--- src/rtl/csr_access_seq_pkg.sv ---
// CSR sequencer shared definitions: funct3 encodings, CSR op codes, FSM states, well-known addresses.
// Latency: n/a (definitions only).
// Backpressure: n/a.
//
// Package csr_pkg is imported by every file of the csr_access_seq slice.
package csr_pkg;

  // funct3 encodings of the Zicsr instructions
  localparam logic [2:0] CSRRW  = 3'b001;
  localparam logic [2:0] CSRRS  = 3'b010;
  localparam logic [2:0] CSRRC  = 3'b011;
  localparam logic [2:0] CSRRWI = 3'b101;
  localparam logic [2:0] CSRRSI = 3'b110;
  localparam logic [2:0] CSRRCI = 3'b111;

  // op codes understood by the CSR register unit
  localparam logic [1:0] CSR_OP_RW = 2'b00;
  localparam logic [1:0] CSR_OP_RS = 2'b01;
  localparam logic [1:0] CSR_OP_RC = 2'b10;

  // read-only counter addresses
  localparam logic [11:0] CSR_CYCLE  = 12'hC00;
  localparam logic [11:0] CSR_CYCLEH = 12'hC80;

  typedef enum logic [1:0] {
    ST_IDLE  = 2'd0,
    ST_READ  = 2'd1,
    ST_WRITE = 2'd2,
    ST_RESP  = 2'd3
  } state_e;

endpackage

--- src/rtl/csr_access_seq_if.sv ---
// Bundle of the request, response and CSR-unit signals of the CSR access sequencer.
// Latency: n/a (wires only).
// Backpressure: req via req_valid_i/req_ready_o, rsp via rsp_valid_o/rsp_ready_i.
//
// Modports: slave = sequencer side, master = decode/execute + CSR unit side.
interface csr_access_seq_if #(
  parameter int CSR_ADDR_W = 12,
  parameter int DATA_W     = 32
);
  logic                  req_valid_i;
  logic                  req_ready_o;
  logic [2:0]            req_funct3_i;
  logic [CSR_ADDR_W-1:0] req_csr_addr_i;
  logic [4:0]            req_rs1_field_i;
  logic [DATA_W-1:0]     req_rs1_data_i;
  logic [4:0]            req_rd_i;

  logic                  rsp_valid_o;
  logic                  rsp_ready_i;
  logic [4:0]            rsp_rd_o;
  logic [DATA_W-1:0]     rsp_rdata_o;
  logic                  rsp_wen_o;
  logic                  rsp_illegal_o;

  logic [CSR_ADDR_W-1:0] csr_addr_o;
  logic [DATA_W-1:0]     csr_wdata_o;
  logic [1:0]            csr_op_o;
  logic                  csr_we_o;
  logic [DATA_W-1:0]     csr_rdata_i;

  modport slave (
    input  req_valid_i, req_funct3_i, req_csr_addr_i, req_rs1_field_i, req_rs1_data_i, req_rd_i,
    input  rsp_ready_i, csr_rdata_i,
    output req_ready_o, rsp_valid_o, rsp_rd_o, rsp_rdata_o, rsp_wen_o, rsp_illegal_o,
    output csr_addr_o, csr_wdata_o, csr_op_o, csr_we_o
  );

  modport master (
    output req_valid_i, req_funct3_i, req_csr_addr_i, req_rs1_field_i, req_rs1_data_i, req_rd_i,
    output rsp_ready_i, csr_rdata_i,
    input  req_ready_o, rsp_valid_o, rsp_rd_o, rsp_rdata_o, rsp_wen_o, rsp_illegal_o,
    input  csr_addr_o, csr_wdata_o, csr_op_o, csr_we_o
  );
endinterface

--- src/rtl/csr_access_seq_decode.sv ---
// Combinational funct3/rs1 decode: CSR op code, immediate select, write-needed and illegal flags.
// Latency: 0 cycles (pure combinational).
// Backpressure: none.
//
// Ports: funct3_i, rs1_field_i in; op_o, imm_sel_o, write_needed_o, illegal_o out.
module csr_decode
  import csr_pkg::*;
(
  input  logic [2:0] funct3_i,
  input  logic [4:0] rs1_field_i,
  output logic [1:0] op_o,
  output logic       imm_sel_o,
  output logic       write_needed_o,
  output logic       illegal_o
);

  always_comb begin
    op_o = CSR_OP_RW;
    unique case (funct3_i[1:0])
      2'b10:   op_o = CSR_OP_RS;
      2'b11:   op_o = CSR_OP_RC;
      default: op_o = CSR_OP_RW;
    endcase
  end

  assign imm_sel_o      = funct3_i[2];
  // RW/RWI always write; set/clear forms write only with a nonzero rs1/zimm field
  assign write_needed_o = (funct3_i[1:0] == 2'b01) || (rs1_field_i != 5'd0);
  assign illegal_o      = (funct3_i[1:0] == 2'b00);

endmodule

--- src/rtl/csr_access_seq.sv ---
// CSR access sequencer: runs one CSR instruction as read-old-value then optional single write strobe.
// Latency: accept-to-rsp_valid 3 cycles with write, 2 without, 1 for illegal funct3.
// Backpressure: one request in flight; rsp_ready_i low holds RESP and keeps req_ready_o low.
//
// Ports: clk_i, rst_ni (async, active-low), bus (csr_access_seq_if.slave).
// Option: CSR_RO_CHECK_EN flags write-needed accesses to addr[11:10]==2'b11 as illegal in READ.
module csr_access_seq
  import csr_pkg::*;
#(
  parameter int CSR_ADDR_W = 12,
  parameter int DATA_W     = 32
) (
  input  logic              clk_i,
  input  logic              rst_ni,
  csr_access_seq_if.slave   bus
);

  state_e                state_q;
  logic                  rdy_q;
  logic [2:0]            funct3_q;
  logic [CSR_ADDR_W-1:0] addr_q;
  logic [4:0]            rs1_q;
  logic [DATA_W-1:0]     rs1_data_q;
  logic [4:0]            rd_q;
  logic [DATA_W-1:0]     old_q;

  // decode looks at the incoming request while idle, at the latched one afterwards
  logic [2:0] dec_f3;
  logic [4:0] dec_rs1;
  logic [1:0] dec_op;
  logic       dec_imm;
  logic       dec_wr;
  logic       dec_ill;
  logic       ro_fail;

  assign dec_f3  = (state_q == ST_IDLE) ? bus.req_funct3_i    : funct3_q;
  assign dec_rs1 = (state_q == ST_IDLE) ? bus.req_rs1_field_i : rs1_q;

  csr_decode u_dec (
    .funct3_i       (dec_f3),
    .rs1_field_i    (dec_rs1),
    .op_o           (dec_op),
    .imm_sel_o      (dec_imm),
    .write_needed_o (dec_wr),
    .illegal_o      (dec_ill)
  );

`ifdef CSR_RO_CHECK_EN
  assign ro_fail = dec_wr && (addr_q[CSR_ADDR_W-1 -: 2] == 2'b11);
`else
  assign ro_fail = 1'b0;
`endif

  assign bus.req_ready_o = (state_q == ST_IDLE) && rdy_q;

  always_ff @(posedge clk_i or negedge rst_ni) begin
    if (!rst_ni) begin
      state_q           <= ST_IDLE;
      rdy_q             <= 1'b0;
      funct3_q          <= '0;
      addr_q            <= '0;
      rs1_q             <= '0;
      rs1_data_q        <= '0;
      rd_q              <= '0;
      old_q             <= '0;
      bus.rsp_valid_o   <= 1'b0;
      bus.rsp_rd_o      <= '0;
      bus.rsp_rdata_o   <= '0;
      bus.rsp_wen_o     <= 1'b0;
      bus.rsp_illegal_o <= 1'b0;
      bus.csr_addr_o    <= '0;
      bus.csr_wdata_o   <= '0;
      bus.csr_op_o      <= '0;
      bus.csr_we_o      <= 1'b0;
    end else begin
      rdy_q <= 1'b1;
      unique case (state_q)
        ST_IDLE: begin
          if (bus.req_valid_i && bus.req_ready_o) begin
            funct3_q   <= bus.req_funct3_i;
            addr_q     <= bus.req_csr_addr_i;
            rs1_q      <= bus.req_rs1_field_i;
            rs1_data_q <= bus.req_rs1_data_i;
            rd_q       <= bus.req_rd_i;
            if (dec_ill) begin
              // reserved funct3: answer immediately without touching the CSR unit
              state_q           <= ST_RESP;
              bus.rsp_valid_o   <= 1'b1;
              bus.rsp_rd_o      <= bus.req_rd_i;
              bus.rsp_rdata_o   <= '0;
              bus.rsp_wen_o     <= 1'b0;
              bus.rsp_illegal_o <= 1'b1;
            end else begin
              state_q        <= ST_READ;
              bus.csr_addr_o <= bus.req_csr_addr_i;
            end
          end
        end
        ST_READ: begin
          // csr_rdata_i is only trusted here; later changes (counters) are ignored
          old_q <= bus.csr_rdata_i;
          if (dec_wr && !ro_fail) begin
            state_q         <= ST_WRITE;
            bus.csr_we_o    <= 1'b1;
            bus.csr_op_o    <= dec_op;
            bus.csr_wdata_o <= dec_imm ? {{(DATA_W-5){1'b0}}, rs1_q} : rs1_data_q;
          end else begin
            state_q           <= ST_RESP;
            bus.csr_addr_o    <= '0;
            bus.rsp_valid_o   <= 1'b1;
            bus.rsp_rd_o      <= rd_q;
            bus.rsp_rdata_o   <= ro_fail ? '0 : bus.csr_rdata_i;
            bus.rsp_wen_o     <= !ro_fail && (rd_q != 5'd0);
            bus.rsp_illegal_o <= ro_fail;
          end
        end
        ST_WRITE: begin
          state_q           <= ST_RESP;
          bus.csr_we_o      <= 1'b0;
          bus.csr_op_o      <= '0;
          bus.csr_wdata_o   <= '0;
          bus.csr_addr_o    <= '0;
          bus.rsp_valid_o   <= 1'b1;
          bus.rsp_rd_o      <= rd_q;
          bus.rsp_rdata_o   <= old_q;
          bus.rsp_wen_o     <= (rd_q != 5'd0);
          bus.rsp_illegal_o <= 1'b0;
        end
        ST_RESP: begin
          if (bus.rsp_ready_i) begin
            state_q           <= ST_IDLE;
            bus.rsp_valid_o   <= 1'b0;
            bus.rsp_rd_o      <= '0;
            bus.rsp_rdata_o   <= '0;
            bus.rsp_wen_o     <= 1'b0;
            bus.rsp_illegal_o <= 1'b0;
          end
        end
        default: state_q <= ST_IDLE;
      endcase
    end
  end

endmodule

--- src/flat_wrapper.sv ---
// flat-port wrapper written by rule: the top's interface ports become plain ports
module csr_access_seq_flat import csr_pkg::*;
#(
  parameter int CSR_ADDR_W = 12,
  parameter int DATA_W     = 32
)
  (clk_i, rst_ni, bus_req_valid_i, bus_req_funct3_i, bus_req_csr_addr_i, bus_req_rs1_field_i, bus_req_rs1_data_i, bus_req_rd_i, bus_rsp_ready_i, bus_csr_rdata_i, bus_req_ready_o, bus_rsp_valid_o, bus_rsp_rd_o, bus_rsp_rdata_o, bus_rsp_wen_o, bus_rsp_illegal_o, bus_csr_addr_o, bus_csr_wdata_o, bus_csr_op_o, bus_csr_we_o);
  csr_access_seq_if #(.CSR_ADDR_W(CSR_ADDR_W), .DATA_W(DATA_W)) bus_i ();
  input  logic clk_i;
  input  logic rst_ni;
  input wire logic [$bits(bus_i.req_valid_i)-1:0] bus_req_valid_i;
  input wire logic [$bits(bus_i.req_funct3_i)-1:0] bus_req_funct3_i;
  input wire logic [$bits(bus_i.req_csr_addr_i)-1:0] bus_req_csr_addr_i;
  input wire logic [$bits(bus_i.req_rs1_field_i)-1:0] bus_req_rs1_field_i;
  input wire logic [$bits(bus_i.req_rs1_data_i)-1:0] bus_req_rs1_data_i;
  input wire logic [$bits(bus_i.req_rd_i)-1:0] bus_req_rd_i;
  input wire logic [$bits(bus_i.rsp_ready_i)-1:0] bus_rsp_ready_i;
  input wire logic [$bits(bus_i.csr_rdata_i)-1:0] bus_csr_rdata_i;
  output wire logic [$bits(bus_i.req_ready_o)-1:0] bus_req_ready_o;
  output wire logic [$bits(bus_i.rsp_valid_o)-1:0] bus_rsp_valid_o;
  output wire logic [$bits(bus_i.rsp_rd_o)-1:0] bus_rsp_rd_o;
  output wire logic [$bits(bus_i.rsp_rdata_o)-1:0] bus_rsp_rdata_o;
  output wire logic [$bits(bus_i.rsp_wen_o)-1:0] bus_rsp_wen_o;
  output wire logic [$bits(bus_i.rsp_illegal_o)-1:0] bus_rsp_illegal_o;
  output wire logic [$bits(bus_i.csr_addr_o)-1:0] bus_csr_addr_o;
  output wire logic [$bits(bus_i.csr_wdata_o)-1:0] bus_csr_wdata_o;
  output wire logic [$bits(bus_i.csr_op_o)-1:0] bus_csr_op_o;
  output wire logic [$bits(bus_i.csr_we_o)-1:0] bus_csr_we_o;
  assign bus_i.req_valid_i = bus_req_valid_i;
  assign bus_i.req_funct3_i = bus_req_funct3_i;
  assign bus_i.req_csr_addr_i = bus_req_csr_addr_i;
  assign bus_i.req_rs1_field_i = bus_req_rs1_field_i;
  assign bus_i.req_rs1_data_i = bus_req_rs1_data_i;
  assign bus_i.req_rd_i = bus_req_rd_i;
  assign bus_i.rsp_ready_i = bus_rsp_ready_i;
  assign bus_i.csr_rdata_i = bus_csr_rdata_i;
  assign bus_req_ready_o = bus_i.req_ready_o;
  assign bus_rsp_valid_o = bus_i.rsp_valid_o;
  assign bus_rsp_rd_o = bus_i.rsp_rd_o;
  assign bus_rsp_rdata_o = bus_i.rsp_rdata_o;
  assign bus_rsp_wen_o = bus_i.rsp_wen_o;
  assign bus_rsp_illegal_o = bus_i.rsp_illegal_o;
  assign bus_csr_addr_o = bus_i.csr_addr_o;
  assign bus_csr_wdata_o = bus_i.csr_wdata_o;
  assign bus_csr_op_o = bus_i.csr_op_o;
  assign bus_csr_we_o = bus_i.csr_we_o;
  csr_access_seq #(.CSR_ADDR_W(CSR_ADDR_W), .DATA_W(DATA_W)) u_core (.clk_i(clk_i), .rst_ni(rst_ni), .bus(bus_i));
endmodule
--- config.mk ---
export PLATFORM = sky130hd
export DESIGN_NAME = csr_access_seq_flat
export DESIGN_NICKNAME = d
export VERILOG_FILES = /design/src/rtl/csr_access_seq_pkg.sv /design/src/rtl/csr_access_seq_if.sv /design/src/rtl/csr_access_seq_decode.sv /design/src/rtl/csr_access_seq.sv /design/src/flat_wrapper.sv
export SDC_FILE = /design/constraint.sdc
export NUM_CORES = 1
export LEC_CHECK = 0
export BUFFER_PORTS_ARGS = -buffer_cell sky130_fd_sc_hd__buf_2
export CAP_MARGIN = 20
export CORE_MARGIN = 10
export CORE_UTILIZATION = 25
export CTS_CLUSTER_DIAMETER = 50
export CTS_CLUSTER_SIZE = 20
export DETAILED_ROUTE_END_ITERATION = 10
export GPL_TIMING_DRIVEN = 0
export PLACE_DENSITY = 0.46
export SLEW_MARGIN = 10
export SYNTH_ARGS = -nofsm -noshare
export SYNTH_HDL_FRONTEND = slang
export SYNTH_SLANG_ARGS = --single-unit
--- constraint.sdc ---
create_clock -name clk_i -period 2 [get_ports clk_i]
set_input_delay 0.3 -clock clk_i [delete_from_list [all_inputs] [get_ports clk_i]]
set_output_delay 0.3 -clock clk_i [all_outputs]
set_load 0.05 [all_outputs]
## Word level (Yosys, flattened, before mapping)

Index checks and enable logic that the tools add are counted.

- Input bits: 93
- Word-level logic and storage cells: 82
- Output and inout bits: 88
- Flip-flop bits (word level): 167

- Muxes and demuxes: 40
- Reduce and logical (&&, ||, !) cells: 14
- Eq/ne operators: 12

Operators with widths:

| kind | count |
|---|---|
| $mux 32 | 6 |
| $pmux 32 s4 | 1 |
| $pmux 32 s2 | 1 |
| $mux 12 | 3 |
| $pmux 12 s3 | 1 |
| $mux 5 | 5 |
| $pmux 5 s4 | 1 |
| $pmux 1 s4 | 3 |
| $mux 1 | 10 |
| $reduce_bool 5->1 | 2 |
| $eq 2x2->1 const B | 4 |
| $mux 2 | 4 |
| $ne 2x2->1 const B | 4 |
| $pmux 2 s2 | 2 |
| $pmux 2 s4 | 1 |
| $reduce_and 4->1 | 2 |
| $reduce_and 2->1 | 3 |
| $eq 2x1->1 const B | 2 |
| $logic_not 2->1 | 2 |
| $ne 2x1->1 const B | 2 |
| $mux 3 | 1 |
| $reduce_bool 3->1 | 1 |
| $logic_and 1x1->1 | 2 |
| $pmux 1 s2 | 1 |
| other kinds (2) | 2 |

## Longest topological paths before layout

- Depth after elaboration: 6
- Mapped depth: 9

## Hierarchy

A second synthesis with hierarchy kept.

- Cell total of the unflattened synthesis: 570
- Area total of the unflattened synthesis: 7093.1 um^2

Modules (own cells, without submodules):

| module | times used | cells each | area each (um^2) |
|---|---|---|---|
| csr_access_seq | 1 | 562 | 7044.3 |
| csr_decode | 1 | 8 | 48.8 |

## Worst setup path before layout

Ideal clock, no wire load.

- Kind: flip-flop to flip-flop
- Start: register u_core.state_q[0]
- End: register u_core.bus.csr_op_o[0]
- Stages on the path, launching flop included: 9
- Clock period less this slack: 2154 ps
- Arrival: 2029 ps
- Path buffers: 2
- Slack: -154 ps
- Setup time: 125 ps
- Path through: dfrtp_1 > inv_1 > ha_1 > nor4_2 > a22oi_1 > o41a_1 > buf_6 > buf_6 > mux2_4

- Longest elaborated chain between the ends: 6
- Elaborated cells between the ends (all ways): 16
- Classes of those cells: 6 x eq/ne; 5 x mux; 5 x reduce/logical

RTL lines:

| item | line | RTL |
|---|---|---|
| start: declaration | csr_access_seq.sv:18 | `state_e state_q;` |
| start signal: assignment | csr_access_seq.sv:58 | `state_q <= ST_IDLE;` |
| start signal: assignment | csr_access_seq.sv:87 | `state_q <= ST_RESP;` |
| start signal: assignment | csr_access_seq.sv:94 | `state_q <= ST_READ;` |
| $logic_not 2->1 | csr_access_seq.sv:36, csr_access_seq.sv:37 |  |
| $mux 3 / $mux 5 (equally long branches) | csr_access_seq.sv:36, csr_access_seq.sv:37 |  |
| $eq 2x2->1, or another cell as far along | csr_access_seq_decode.sv:19 | `unique case (funct3_i[1:0])` |
| $pmux 2 s2 / $logic_or 1x1->1 (equally long branches) | csr_access_seq_decode.sv:19, csr_access_seq_decode.sv:28 |  |
| $mux 2 / $ne 2x1->1 (equally long branches) | n/a |  |
| $pmux 2 s2 / $reduce_and 2->1 (equally long branches) | n/a |  |
| end signal: assignment | csr_access_seq.sv:105 | `bus.csr_op_o <= dec_op;` |
| end: declaration | csr_access_seq_if.sv:35 | `output csr_addr_o, csr_wdata_o, csr_op_o, csr_we_o` |

Several ways; a longest one is shown, not always the timed one. The select of a mux whose other input is x is not followed.
A chain may end at the register's enable or synchronous reset.

## Final worst setup path

- Start: register u_core.state_q[0]
- End: register u_core.bus.csr_wdata_o[4]

- Longest elaborated chain between the ends: 6
- Elaborated cells between the ends (all ways): 14
- Classes of those cells: 4 x eq/ne; 5 x mux; 5 x reduce/logical

RTL lines:

| item | line | RTL |
|---|---|---|
| $logic_not 2->1 | csr_access_seq.sv:36, csr_access_seq.sv:37 |  |
| $mux 5 / $mux 3 (equally long branches) | csr_access_seq.sv:37, csr_access_seq.sv:36 |  |
| $reduce_bool 5->1 / $eq 2x1->1 (equally long branches) | csr_access_seq_decode.sv:28 | `assign write_needed_o = (funct3_i[1:0] == 2'b01) \|\| (rs1_field_i != 5'd0);` |
| $logic_or 1x1->1 | csr_access_seq_decode.sv:28 |  |
| $ne 2x1->1 (no source line) | n/a |  |
| $reduce_and 2->1 (no source line) | n/a |  |
| end signal: assignment | csr_access_seq.sv:106 | `bus.csr_wdata_o <= dec_imm ? {{(DATA_W-5){1'b0}}, rs1_q} : rs1_data_q;` |
| end: declaration | csr_access_seq_if.sv:35 |  |

Several ways; a longest one is shown, not always the timed one. The select of a mux whose other input is x is not followed.

==> out/qor.txt <==
CLOCK NETWORK
-----------------------------------------------------------------------------------------
Maximum buffer depth of the clock tree                                                  2
Clk sink count                                                                        167
Inserted Clock Buffers                                                                 17
Clock transition at the registers of the reported paths                           0.08 ns
Clock latency reported for the late side of the worst-skew pair                   0.43 ns
TritonCTS clock tree                                                                built
Maximum level of the CTS H-tree                                                         4
Cell chosen for the clock root                                               sky130_fd_sc_hd__clkbuf_16

PLACEMENT
-----------------------------------------------------------------------------------------
Inst Count DP                                                                        1188
Quantity of I/O buffers inserted on ports                                             180
Total half-perimeter wirelength after legalization and detailed placement        15.16 mm
Placed Area                                                                      8775 um2
Worst slack at placement                                                       -0.4863 ns
GP Congestion                                                                      0.7006

FINAL LAYOUT
-----------------------------------------------------------------------------------------
Layout overhead on the synthesized area                                            34.77%
Highest-count cells in the layout ignoring fill and taps                     180 x sky130_fd_sc_hd__buf_2, 167 x sky130_fd_sc_hd__dfrtp_1, 96 x sky130_fd_sc_hd__mux2_2
Filler instances                                                                     2959
Fraction of final layout cells sized beyond drive strength 1                       44.57%
Share of the core filled with cells in the final layout                            34.23%
Final Instance Area                                                              9826 um2
Antenna diode instance count                                                            0
Count of placed standard cells in the final layout, fillers left out                 1241
Final net count                                                                       941
Leading cell type in the layout, fill and taps excluded                      sky130_fd_sc_hd__buf_2

WORST SETUP PATH
-----------------------------------------------------------------------------------------
Critical path start-end classification                                            reg2reg
CP Max Fanout                                                                           7
Signal arrival time at the worst endpoint                                         2.39 ns
Startpoint type of the worst setup path                                          register
Data required time of the critical path                                           2.32 ns
Critical path endpoint category                                                  register

TIMING
-----------------------------------------------------------------------------------------
RSZ-0062 raised after global routing                                                 true
Share of the clock period used by the worst path after layout                      103.5%
FMAX                                                                           0.4831 GHz
Final critical delay including setup and external delays                         2.070 ns
Number of hold violations in the final report                                           0
Pins over their slew limit                                                              0
Endpoints failing setup                                                                36
Final worst clock skew                                                         0.01851 ns
Crit path setup slack, layout                                                 -0.06986 ns

DETAILED ROUTING
-----------------------------------------------------------------------------------------
Max Used Layer                                                                       met5
DRC violation total after the first TritonRoute iteration                             211
Routed via count divided by cell count                                              4.216
Met3 WL                                                                          1.516 mm
Routed wire per std cell                                                         16.98 um
Wire length reported by the detailed router                                      21.07 mm
Detailed-routed wire length on met2                                              9.515 mm
# DRC                                                                                   0
Overall via count from detail_route                                                  5232
Final antenna-violating net count                                                       0
Pre-Repair DR Iteration Count                                                           4
Sum of routed wire segments on met1                                              9.805 mm

POWER AND IR DROP
-----------------------------------------------------------------------------------------
Leakage                                                                          4.897 nW
Overall power                                                                    19.13 mW
Worst vdd ir                                                                     679.7 uV
Pwr/cell area                                                                 1947 nW/um2

GLOBAL ROUTE
-----------------------------------------------------------------------------------------
Grt total ovfl                                                                          0
Number of global-route vias before repair                                            5617
GRT Resource Usage Total                                                           11.61%
Maximum number of pins on one net before global-route repair                           70
Initial antenna violation count                                                         3
First-pass GRT wire length                                                       33.04 mm

YOSYS
-----------------------------------------------------------------------------------------
Post-Synthesis Mean Instance Area                                               11.72 um2
Proportion of register bits with asynchronous set or reset after synthesis         100.0%
Cell type with the highest aggregate area in the netlist                     sky130_fd_sc_hd__dfrtp_1
Cell types occupying the most area after synthesis                           sky130_fd_sc_hd__dfrtp_1 57%, sky130_fd_sc_hd__mux2_2 15%, sky130_fd_sc_hd__mux2i_1 5.1%
Number of warning messages in the yosys log                                             0
Number of enable flip-flop cells after synthesis                                        0
Unique cell type count in the Yosys netlist                                            38
Nets in the synthesized netlist                                                       719
Top cell type's share of synthesized area                                          57.32%
Number of instances in the synthesized netlist                                        622
Register area share after synthesis                                                57.32%
Most common flop cell mapped by yosys                                        sky130_fd_sc_hd__dfrtp_1
Mapped cell area                                                                 7291 um2
Number of synthesized register bits                                                   167

FLOORPLANNING
-----------------------------------------------------------------------------------------
Die span in x                                                                    190.8 um
Vertical die dimension                                                           190.8 um
Row cnt                                                                                62
Core region area                                                                28700 um2
Initial cell density of the core                                                   25.40%
Die footprint                                                                   36390 um2
Top-Level Pins                                                                        181

OUTCOME
-----------------------------------------------------------------------------------------
Failing checks                                                               negative setup slack
Status                                                                       complete, but fails checks

JOB
-----------------------------------------------------------------------------------------
Max-cap viol count                                                                      0

MIN PATH
-----------------------------------------------------------------------------------------
HP Class                                                                           in2reg

## worst max-delay path, cell delays in order (launching register included)
cell and delay, ns:
sky130_fd_sc_hd__dfrtp_1 0.40, sky130_fd_sc_hd__inv_2 0.10, sky130_fd_sc_hd__ha_4 0.20, sky130_fd_sc_hd__nor2b_4 0.17
sky130_fd_sc_hd__a22oi_2 0.09, sky130_fd_sc_hd__o41a_1 0.43, sky130_fd_sc_hd__buf_6 0.16, sky130_fd_sc_hd__buf_12 0.14
sky130_fd_sc_hd__mux2_4 0.29
## stage by stage
stage / setup TNS, ns / hold slack (ns)
after floorplan: 0 / 0.004409
after global placement: -443.06 / 0.4729
after detailed placement: -51.10 / 0.2042
after CTS: -0.5997 / 0.06525
after global routing: -5.933 / 0.08233
final: -0.5537 / 0.09068
## cell type report
cell class / instances / area [um2] / area share (%)
buffer: 34 / 312.8 / 3.183
clock buffer: 17 / 425.4 / 4.330
clock inverter: 15 / 163.9 / 1.668
inverter: 65 / 244.0 / 2.483
multi-input combinational: 355 / 2796 / 28.46
sequential: 167 / 4179 / 42.53
tap: 384 / 480.5 / 4.890
timing repair buffer: 204 / 1224 / 12.45
## final timing paths
path,start,end,slack [ns],cells past startpoint
worst max-delay path,u_core.state_q[0],u_core.bus.csr_wdata_o[4],-0.07,8
worst min-delay path,bus_csr_rdata_i[7],u_core.old_q[7],0.09,3
worst max register to register,u_core.state_q[0],u_core.bus.csr_wdata_o[4],-0.07,8
worst min register to register,u_core.bus.rsp_rdata_o[5],u_core.bus.rsp_rdata_o[5],0.50,1
max in group asynchronous,rst_ni,u_core.bus.rsp_rdata_o[0],0.67,4
min in group asynchronous,rst_ni,u_core.rs1_data_q[14],0.35,2
## where the power goes
group | switching [mW] | internal (mW) | total, mW | leakage, nW
Combinational | 5.73 | 4.55 | 10.3 | 2.50
Sequential | 0.692 | 4.78 | 5.47 | 2.11
Clock | 1.60 | 1.78 | 3.38 | 0.280
Total | 8.03 | 11.1 | 19.1 | 4.90
## synthesized netlist by cell type, drive strengths merged, types with 2 or more instances
master	count
dfrtp	167
inv	65
mux2i	38
o21ai	36
a21oi	3
nor4	3
clkbuf	18
nor2b	16
a22o	5
nor3b	2
nand2	92
a21boi	32
ha	4
mux2	102
nor2	9
buf	17
## flip-flops by register name, indices dropped and copies added (netlist names)
signal	count
u_core.bus.csr_op_o	2
u_core.bus.csr_addr_o	12
u_core.state_q	2
u_core.bus.csr_we_o	1
u_core.bus.rsp_illegal_o	1
u_core.bus.csr_wdata_o	32
u_core.rs1_q	5
u_core.bus.rsp_rdata_o	32
u_core.rdy_q	1
u_core.bus.rsp_wen_o	1
u_core.old_q	32
u_core.rd_q	5
u_core.funct3_q	3
u_core.bus.rsp_valid_o	1
u_core.bus.rsp_rd_o	5
u_core.rs1_data_q	32
## routing by layer
layer  vias to the layer above  track usage (%)
li1                       2506                -
met1                      2574            15.00
met2                       131            17.85
met3                        17            4.426
met4                         4            2.938
met5                         -                0
## what timing repair did
item	4_1_cts	5_1_grt
hold endpoints to repair	38	0
gates resized for setup	43	33
endpoints found under the setup margin	160	92
buffers inserted	10	8
gates cloned	0	3
pin swaps	3	1
hold buffers	1	0
## kinds of logic after synthesis
family	Yosys count	synth area share [%]
mux	140	21.13
fa+ha+maj	4	0.6865
flops	167	57.32
buf+inv	100	5.611
other cells	1	0.05144
simple gates	129	8.015
compound gates	81	7.191
Power figures use the tool's default switching activity.
